`config.mk`:
```
export PLATFORM = sky130hd
export DESIGN_NAME = pipe_stage_reg_flat
export DESIGN_NICKNAME = d
export VERILOG_FILES = /design/src/rtl/pipe_stage_reg_if.sv /design/src/rtl/pipe_stage_reg.sv /design/src/flat_wrapper.sv
export SDC_FILE = /design/constraint.sdc
export NUM_CORES = 1
export LEC_CHECK = 0
export CORE_MARGIN = 2
export CORE_UTILIZATION = 43
export CTS_BUF_LIST = sky130_fd_sc_hd__clkbuf_8
export CTS_CLUSTER_SIZE = 40
export DETAILED_ROUTE_END_ITERATION = 8
export PLACE_DENSITY = 0.93
export SLEW_MARGIN = 10
export SYNTH_ARGS = -nofsm -noshare
export SYNTH_HDL_FRONTEND = slang
export SYNTH_SLANG_ARGS = --single-unit
```
`constraint.sdc`:
```
create_clock -name clk_i -period 2.32 [get_ports clk_i]
set_clock_uncertainty 0.05 [all_clocks]
set_input_delay 0.696 -clock clk_i [delete_from_list [all_inputs] [get_ports clk_i]]
set_output_delay 0.696 -clock clk_i [all_outputs]
set_load 0.05 [all_outputs]
```
`src/rtl/pipe_stage_reg_if.sv`:
```
// Stage-to-stage bus bundle for pipe_stage_reg: payload, valid/allow-in handshakes,
// pipeline controls and the back-pressure counter readout.
interface pipe_stage_reg_if #(
    parameter int DATA_W = 32,
    parameter int CNT_W  = 16
);
    // A beat moves across a side only on a rising edge where the producer's valid
    // and the consumer's allow-in are both high and stall_i is low. Valid must not
    // depend on allow-in; allow-in may depend on valid.
    logic              up_valid_i;
    logic              up_allow_in_o;
    logic [DATA_W-1:0] data_i;
    logic              down_allow_in_i;
    logic              down_valid_o;
    logic [DATA_W-1:0] data_o;
    logic              stall_i;
    logic              flush_i;
    logic [CNT_W-1:0]  bp_cnt_o;

    modport master (
        output up_valid_i, data_i, down_allow_in_i, stall_i, flush_i,
        input  up_allow_in_o, down_valid_o, data_o, bp_cnt_o
    );

    modport slave (
        input  up_valid_i, data_i, down_allow_in_i, stall_i, flush_i,
        output up_allow_in_o, down_valid_o, data_o, bp_cnt_o
    );
endinterface

```
`src/rtl/pipe_stage_reg.sv`:
```
// Inter-stage pipeline register with valid/allow-in handshake, flush, stall,
// optional skid entry, optional bubble clearing and a saturating back-pressure counter.
module pipe_stage_reg #(
    parameter int                 DATA_W          = 32,
    parameter logic [DATA_W-1:0]  RST_VAL         = '0,
    parameter int                 SKID            = 0,
    parameter int                 CLEAR_ON_BUBBLE = 0,
    parameter int                 CNT_W           = 16
) (
    input  logic             clk_i,
    input  logic             rst_i,
    pipe_stage_reg_if.slave  bus
);
    logic              valid_q;
    logic              skid_valid_q;
    logic [DATA_W-1:0] data_q;
    logic [DATA_W-1:0] skid_q;
    logic [CNT_W-1:0]  bp_q;

    logic up_allow;
    logic in_fire;
    logic out_fire;
    logic bp_inc;

    // With a skid entry, allow-in depends only on registered state and stall, so
    // upstream never sees a combinational path from down_allow_in_i.
    always_comb begin
        up_allow = 1'b0;
        if (SKID != 0) begin
            up_allow = ~skid_valid_q & ~bus.stall_i;
        end else begin
            up_allow = ~bus.stall_i & (~valid_q | bus.down_allow_in_i);
        end
    end

    assign in_fire  = bus.up_valid_i & up_allow & ~bus.stall_i;
    assign out_fire = valid_q & bus.down_allow_in_i & ~bus.stall_i;
    assign bp_inc   = valid_q & ~bus.down_allow_in_i & ~bus.stall_i & ~bus.flush_i;

    always_ff @(posedge clk_i) begin
        if (rst_i) begin
            valid_q      <= 1'b0;
            skid_valid_q <= 1'b0;
            data_q       <= RST_VAL;
            skid_q       <= RST_VAL;
            bp_q         <= '0;
        end else if (bus.flush_i) begin
            valid_q      <= 1'b0;
            skid_valid_q <= 1'b0;
            data_q       <= RST_VAL;
            skid_q       <= RST_VAL;
        end else begin
            if (bp_inc && (bp_q != {CNT_W{1'b1}})) begin
                bp_q <= bp_q + 1'b1;
            end
            if (SKID == 0) begin
                if (in_fire) begin
                    data_q  <= bus.data_i;
                    valid_q <= 1'b1;
                end else if (out_fire) begin
                    valid_q <= 1'b0;
                    if (CLEAR_ON_BUBBLE != 0) begin
                        data_q <= RST_VAL;
                    end
                end
            end else begin
                if (out_fire) begin
                    if (skid_valid_q) begin
                        // Older skid beat advances; a same-cycle arrival refills the skid.
                        data_q <= skid_q;
                        if (in_fire) begin
                            skid_q <= bus.data_i;
                        end else begin
                            skid_valid_q <= 1'b0;
                        end
                    end else if (in_fire) begin
                        data_q <= bus.data_i;
                    end else begin
                        valid_q <= 1'b0;
                        if (CLEAR_ON_BUBBLE != 0) begin
                            data_q <= RST_VAL;
                        end
                    end
                end else if (in_fire) begin
                    if (valid_q) begin
                        skid_q       <= bus.data_i;
                        skid_valid_q <= 1'b1;
                    end else begin
                        data_q  <= bus.data_i;
                        valid_q <= 1'b1;
                    end
                end
            end
        end
    end

    assign bus.up_allow_in_o = up_allow;
    assign bus.down_valid_o  = valid_q;
    assign bus.data_o        = data_q;
    assign bus.bp_cnt_o      = bp_q;
endmodule

```
`src/flat_wrapper.sv`:
```
// flat-port wrapper written by rule: the top's interface ports become plain ports
module pipe_stage_reg_flat 
#(
    parameter int                 DATA_W          = 32,
    parameter logic [DATA_W-1:0]  RST_VAL         = '0,
    parameter int                 SKID            = 0,
    parameter int                 CLEAR_ON_BUBBLE = 0,
    parameter int                 CNT_W           = 16
)
  (clk_i, rst_i, bus_up_valid_i, bus_data_i, bus_down_allow_in_i, bus_stall_i, bus_flush_i, bus_up_allow_in_o, bus_down_valid_o, bus_data_o, bus_bp_cnt_o);
  pipe_stage_reg_if #(.DATA_W(DATA_W), .CNT_W(CNT_W)) bus_i ();
  input  logic clk_i;
  input  logic rst_i;
  input wire logic [$bits(bus_i.up_valid_i)-1:0] bus_up_valid_i;
  input wire logic [$bits(bus_i.data_i)-1:0] bus_data_i;
  input wire logic [$bits(bus_i.down_allow_in_i)-1:0] bus_down_allow_in_i;
  input wire logic [$bits(bus_i.stall_i)-1:0] bus_stall_i;
  input wire logic [$bits(bus_i.flush_i)-1:0] bus_flush_i;
  output wire logic [$bits(bus_i.up_allow_in_o)-1:0] bus_up_allow_in_o;
  output wire logic [$bits(bus_i.down_valid_o)-1:0] bus_down_valid_o;
  output wire logic [$bits(bus_i.data_o)-1:0] bus_data_o;
  output wire logic [$bits(bus_i.bp_cnt_o)-1:0] bus_bp_cnt_o;
  assign bus_i.up_valid_i = bus_up_valid_i;
  assign bus_i.data_i = bus_data_i;
  assign bus_i.down_allow_in_i = bus_down_allow_in_i;
  assign bus_i.stall_i = bus_stall_i;
  assign bus_i.flush_i = bus_flush_i;
  assign bus_up_allow_in_o = bus_i.up_allow_in_o;
  assign bus_down_valid_o = bus_i.down_valid_o;
  assign bus_data_o = bus_i.data_o;
  assign bus_bp_cnt_o = bus_i.bp_cnt_o;
  pipe_stage_reg #(.DATA_W(DATA_W), .RST_VAL(RST_VAL), .SKID(SKID), .CLEAR_ON_BUBBLE(CLEAR_ON_BUBBLE), .CNT_W(CNT_W)) u_core (.clk_i(clk_i), .rst_i(rst_i), .bus(bus_i));
endmodule
```
==> results_dict.tcl, run 1 <==
set metrics [dict create \
    maxCapViolations 0 \
    finalCritPeriodShare 0.9829 \
    ys_seq_area_frac 0.5035 \
    vias_per_cell 5.284 \
    start_kind "flip-flop" \
    total_power_mw 1.606 \
    synth_warnings 0 \
    vias 2050 \
    power_frac_seq 0.535 \
    async_reset_ff_frac 0 \
    drc 0 \
    wl_per_cell_um 13.42 \
    setup_viol 0 \
    synth_edf_count 0 \
    syn-num-nets 282 \
    instances_no_fill 388 \
    final_antenna_net_count 0 \
    criticalPathCategory "reg -> out" \
    synth_flop_cell "dfxtp_1" \
    coreArea_mm2 0.004354 \
    critPathMaxStageDelay_ps 830 \
    finalHoldViolCount 0 \
    first_pass_iters 4 \
    io_pins 88 \
    finalNetCount 374 \
    holdPathEnd "u_core.bus.data_o[24]" \
    grt_pass1_vias 1890 \
    outcome "finished clean" \
    syn_area_mm2 0.001948 \
    hold_ws_ps 404.6 \
    cts_tree "built" \
    setup_tns_ps 0 \
    crit_arrival_ps 1530 \
    nFillCells 343 \
    p_sw_frac 0.2395 \
    critPathSlowestCell "clkdlybuf4s50_1" \
    pwr-share-clk 0.333 \
    hold_buffers 0 \
    gp_congestion 0.7781 \
    grt_use_total 0.2050 \
    cts_buffers 5 \
    reg2regPathDepth 7 \
    dpl-instance-area_mm2 0.002918 \
    crit_buf_inv 1 \
    ff2ff_setup_slack_ps 230 \
    grt_pass1_wl_um 8452 \
    synthTopCellsByArea "dfxtp_1 (50%), nand2_1 (13%), a21oi_1 (12%)" \
    num_antenna_cells 0 \
    worst_slew_pin_slew_ps 628.4 \
    end_kind "output pin" \
    path_max_fanout 5 \
    min_path_type "reg -> reg" \
    slew_violations 0 \
    cp_top_family "buffers and inverters" \
    drt_wl_total_um 5208 \
    crit_required_ps 1570 \
    power_density_mw_per_mm2 524.0 \
    max_freq_mhz 438.5 \
    syn_inst 243 \
    drt_iter0_markers 145 \
    min_from "u_core.bus.data_o[24]" \
    initial_utilization 0.4474 \
    post-place-ws_ps -274.3 \
    area_delta_synth_final_pct 57.29 \
    post_synth.cell_area_avg_um2 8.017 \
    clkTransAtPathRegs_ps 80 \
    timing.rr.start "u_core.bus.bp_cnt_o[1]" \
    clk_latency_ps 290 \
    min_period_ps 2280 \
    overflow 0 \
    maxSlewHeadroom 0.5811 \
    final_util 0.7037 \
    cts_max_level 2 \
    fp.dieW_um 71.31 \
    crit_chain "clkdlybuf4s50_1" \
    port_buffers 87 \
    grt_start_max_net_pins 34 \
    floorplan.rows 24 \
    multiInputGateArea_um2 922.1 \
    clockRootBuffer "clkbuf_8" \
    combPwrFrac 0.131 \
    cts_buffer_depth 2 \
    seq_area_um2 980.9 \
    p_leak_nw 1.185 \
    postLayoutCellArea_mm2 0.003064 \
    dp.cells 379 \
    ys_ff_latch 49 \
    hold_depth 2 \
    dpl.hpwl_um 3799 \
    fin_ws_ps 39.62 \
    die_h_um 71.31 \
    die_area_mm2 0.005085 \
    antenna_found_initial 0 \
    drive_gt1_frac 0.1012 \
    synth_top_area_frac 0.5035 \
    r2r_end "u_core.bus.bp_cnt_o[1]" \
    ys_types 28 \
    switching_power_mw 0.3845 \
    cts.sinks 49 \
    yosys.area.top_type "dfxtp_1" \
    ir_drop_mv 0.4043 \
    intPower_mw 1.221 \
]
-- cells by family (layout without fill, tap and decap cells) --
kind of cell | count (synthesis) | count (layout) | share of synthesized area
AND/OR/NAND/NOR | 111 | 111 | 0.2691
AO/OA/AOI/OAI | 60 | 60 | 0.1625
flip-flops | 49 | 49 | 0.5035
buffers and inverters | 18 | 111 | 0.03725
multiplexers | 3 | 3 | 0.01670
adder cells (fa/ha/maj) | 1 | 1 | 0.006422
XOR/XNOR | 1 | 1 | 0.004497
-- layer usage --
layer,routed length (um),track usage,vias to the layer above
met4,59,0.07338,0
met5,0,0,-
li1,-,-,1017
met3,402,0.06188,7
met2,2542,0.3395,81
met1,2204,0.2533,945
-- synth_stat cells (all sizes together), types with 2 or more instances --
library cell / number
nor2b: 3
clkbuf: 13
nand2: 69
or4: 4
and3: 3
buf: 2
mux2: 2
nand4: 4
a21oi: 45
nor4: 2
inv: 3
o31ai: 4
nor2: 5
dfxtp: 49
or3: 8
nand3: 8
o21ai: 9
-- how the worst max path moves through the flow --
stage,start,endpoint,slack (ps),depth (start not counted)
floorplan,u_core.bus.bp_cnt_o[0],u_core.bus.bp_cnt_o[1],140,7
global placement,bus_stall_i,u_core.bus.bp_cnt_o[4],-210,6
detailed placement,bus_stall_i,u_core.bus.bp_cnt_o[15],-270,5
CTS,bus_stall_i,bus_up_allow_in_o,6,3
global route,u_core.bus.bp_cnt_o[11],bus_bp_cnt_o[11],-0.6,1
finish,u_core.bus.bp_cnt_o[11],bus_bp_cnt_o[11],40,1
-- layout make-up --
type,count,area share
timing repair buffer,100,0.3209
sequential,49,0.3201
multi-input combinational,176,0.3009
clock buffer,7,0.03144
tap,52,0.02123
inverter,3,0.003675
clock inverter,1,0.001633
-- timing repair --
item / CTS / global route
gates resized for setup: 3 / 10
endpoints found under the setup margin: 2 / 18
buffers inserted: 0 / 1
pin swaps: 1 / 2
-- worst register-to-register path, cell delays in order (launching register included) --
cell     delay, ps
dfxtp_1        410
ha_1           250
nand4_1        180
o41ai_4        530
buf_4          220
buf_4          130
mux2i_1        170
nor2_1          50
-- registers in the layout, summed over array words and instances (netlist names) --
name / flops
u_core.bus.bp_cnt_o: 16
u_core.bus.data_o: 32
u_core.bus.down_valid_o: 1
-- power groups by stage --
stage	registers, mW	logic [mW]	clock network, mW
2_1_floorplan	0.923	0.0542	0
3_3_place_gp	0.879	0.209	0
3_5_place_dp	0.879	0.211	0
4_1_cts	0.860	0.212	0.545
5_1_grt	0.861	0.225	0.583
6_report	0.860	0.211	0.535
-- layout by cell type (no fill, tap or decap), types with 2 or more instances in the layout --
cell type,n
a21oi_1,45
and3_1,3
buf_4,18
clkbuf_8,7
clkdlybuf4s50_1,71
dfxtp_1,49
dlygate4sd2_1,2
dlymetal6s2s_1,8
inv_1,3
mux2_2,2
nand2_1,69
nand3_1,8
nand4_1,4
nor2_1,4
nor2b_1,3
o21ai_0,9
o31ai_1,4
or3_1,8
or4_1,4
Power figures use the tool's default switching activity.
==> inputs of run 2 (changes only) <==
--- a/config.mk
+++ b/config.mk
@@ -5,6 +5,7 @@
 export SDC_FILE = /design/constraint.sdc
 export NUM_CORES = 1
 export LEC_CHECK = 0
+export ABC_CLOCK_PERIOD_IN_PS = 2320
 export CORE_MARGIN = 2
 export CORE_UTILIZATION = 43
 export CTS_BUF_LIST = sky130_fd_sc_hd__clkbuf_8
==> results of run 2 <==
The final DEF is identical to that of run 1; final timing and power are the same.
==> inputs of run 3 (changes only) <==
--- a/config.mk
+++ b/config.mk
@@ -5,12 +5,14 @@
 export SDC_FILE = /design/constraint.sdc
 export NUM_CORES = 1
 export LEC_CHECK = 0
-export ABC_CLOCK_PERIOD_IN_PS = 2320
+export ABC_CLOCK_PERIOD_IN_PS = 2460
 export CORE_MARGIN = 2
 export CORE_UTILIZATION = 43
 export CTS_BUF_LIST = sky130_fd_sc_hd__clkbuf_8
+export CTS_CLUSTER_DIAMETER = 60
 export CTS_CLUSTER_SIZE = 40
 export DETAILED_ROUTE_END_ITERATION = 8
+export GPL_TIMING_DRIVEN = 0
 export PLACE_DENSITY = 0.93
 export SLEW_MARGIN = 10
 export SYNTH_ARGS = -nofsm -noshare
==> constraint.sdc (replaced) <==
create_clock -name clk_i -period 2.46 [get_ports clk_i]
set_clock_uncertainty 0.05 [all_clocks]
set_input_delay 0.738 -clock clk_i [delete_from_list [all_inputs] [get_ports clk_i]]
set_output_delay 0.738 -clock clk_i [all_outputs]
set_load 0.05 [all_outputs]
==> run 3 against run 2 <==
Clock power decreased by 14%; sequential cell count stayed put; via count decreased by 2.2%; routed wire length decreased by 4.3%; non-clock buffer count grew 1; final cell count rose by 0.26%; count of clock-buffer cells in the layout down 2; die area is the same; global-route usage decreased by 0.75 points; total power fell by 9.0%; combinational power shrank 9%; critical endpoint is now bus_up_allow_in_o.
==> results_dict.tcl, run 3 (synthesis gave the netlist of run 1 again) <==
set metrics [dict create \
    clockRootBuffer "clkbuf_8" \
    grt_pass1_vias 1877 \
    cts_buffers 5 \
    crit_required_ps 1670 \
    grtUsageMet2 0.3292 \
    cts_buffer_depth 2 \
    finalHoldViolCount 0 \
    finalNetCount 375 \
    clk_latency_ps 300 \
    drc 0 \
    critPathMaxStageDelay_ps 510 \
    end_kind "output pin" \
    final_antenna_net_count 0 \
    grt_use_total 0.1976 \
    drt_wl_total_um 4984 \
    layout_common_cells "clkdlybuf4s50_1 (84), nand2_1 (69), dfxtp_1 (49)" \
    use_met3 0.06188 \
    coreArea_mm2 0.004354 \
    postCtsSetupBuffers 0 \
    fp.dieW_um 71.31 \
    overflow 0 \
    die_h_um 71.31 \
    first_pass_iters 4 \
    area_delta_synth_final_pct 51.96 \
    postLayoutCellArea_mm2 0.002960 \
    hold_buffers 0 \
    largest_register_ffs 32 \
    final_common_cell "clkdlybuf4s50_1" \
    slew_violations 0 \
    outcome "finished clean" \
    grt_start_max_net_pins 16 \
    cts.sinks 49 \
    dpl-instance-area_mm2 0.002874 \
    max_freq_mhz 408.0 \
    crit_chain "clkdlybuf4s50_1, nor2_1, buf_6" \
    setup_viol 0 \
    io_pins 88 \
    clkTransAtPathRegs_ps 80 \
    worst_slew_pin_slew_ps 518.0 \
    critPathSlowestCell "clkdlybuf4s50_1" \
    criticalPathCategory "in -> out" \
    path_max_fanout 4 \
    power_density_mw_per_mm2 493.3 \
    min_period_ps 2451 \
    vias_per_cell 5.152 \
    ir_drop_mv 0.3641 \
    vias 2004 \
    gp_congestion 0.8275 \
    min_path_type "reg -> reg" \
    dpl.hpwl_um 3694 \
    initial_utilization 0.4474 \
    cts_tree "built" \
    wl_per_cell_um 12.81 \
    crit_arrival_ps 1660 \
    maxCapViolations 0 \
    floorplan.rows 24 \
    start_kind "primary input" \
    finalCritPeriodShare 0.9962 \
    drt_iter0_markers 72 \
    port_buffers 86 \
    total_power_mw 1.460 \
    grt_pass1_wl_um 8107 \
    p_leak_nw 0.9822 \
    die_area_mm2 0.005085 \
    rsz0062_at_grt "false" \
    grtUsageMet1 0.2389 \
    top_usage_layer "met2" \
    maxSlewHeadroom 0.6536 \
    drive_gt1_frac 0.04451 \
    cts_max_level 2 \
    num_antenna_cells 0 \
    antenna_found_initial 0 \
]
-- run 3: worst max-delay path: cells and delay by family --
family,cells,cell delay [ps]
and+or+nand+nor,1,220
buffers and inverters,2,700
-- run 3: repair_timing --
item,in CTS,in global routing
resized for setup,8,0
pin swaps,1,1
endpoints found under the setup margin,1,1
-- run 3: final cells by class --
cell class	count	area (um^2)
plain buffers	15	61.31
clock buffers	5	68.82
clock inverters	3	17.52
fillers	367	1394
inverters	3	11.26
multi-input cells	176	894.6
flip-flops and latches	49	980.9
well taps	52	65.06
repair buffers	86	860.8
-- run 3: path summary, 6_finish.rpt --
kind,startpoint,to,slack (ps),depth (start not counted)
worst max-delay path,bus_stall_i,bus_up_allow_in_o,9,3
worst min-delay path,u_core.bus.data_o[23],u_core.bus.data_o[23],410,2
worst min register to register,u_core.bus.data_o[23],u_core.bus.data_o[23],410,2
worst max register to register,u_core.bus.bp_cnt_o[0],u_core.bus.bp_cnt_o[1],380,7
-- run 3: where the power goes --
group          internal, mW  switching, mW
registers             0.804        0.00632
clock network         0.197          0.261
logic                0.0868          0.105
-- run 3: metal layers --
layer,part of all wire,up-vias
met5,0,-
met4,0.015,0
met3,0.077,7
met2,0.48,70
met1,0.43,908
li1,-,1019
-- run 3: metrics by stage --
stage	utilization	TNS [ps]	instances	setup slack, ps	hold slack, ps
2_1_floorplan	-	0	243	251.3	625.3
3_5_place_dp	0.6601	-3918	381	-649.8	395.9
5_1_grt	0.6799	0	389	14.41	425.5
3_3_place_gp	0.6601	-3334	381	-665.9	390.8
6_report	0.6799	0	389	9.257	405.5
4_1_cts	0.6799	0	389	29.40	407.6
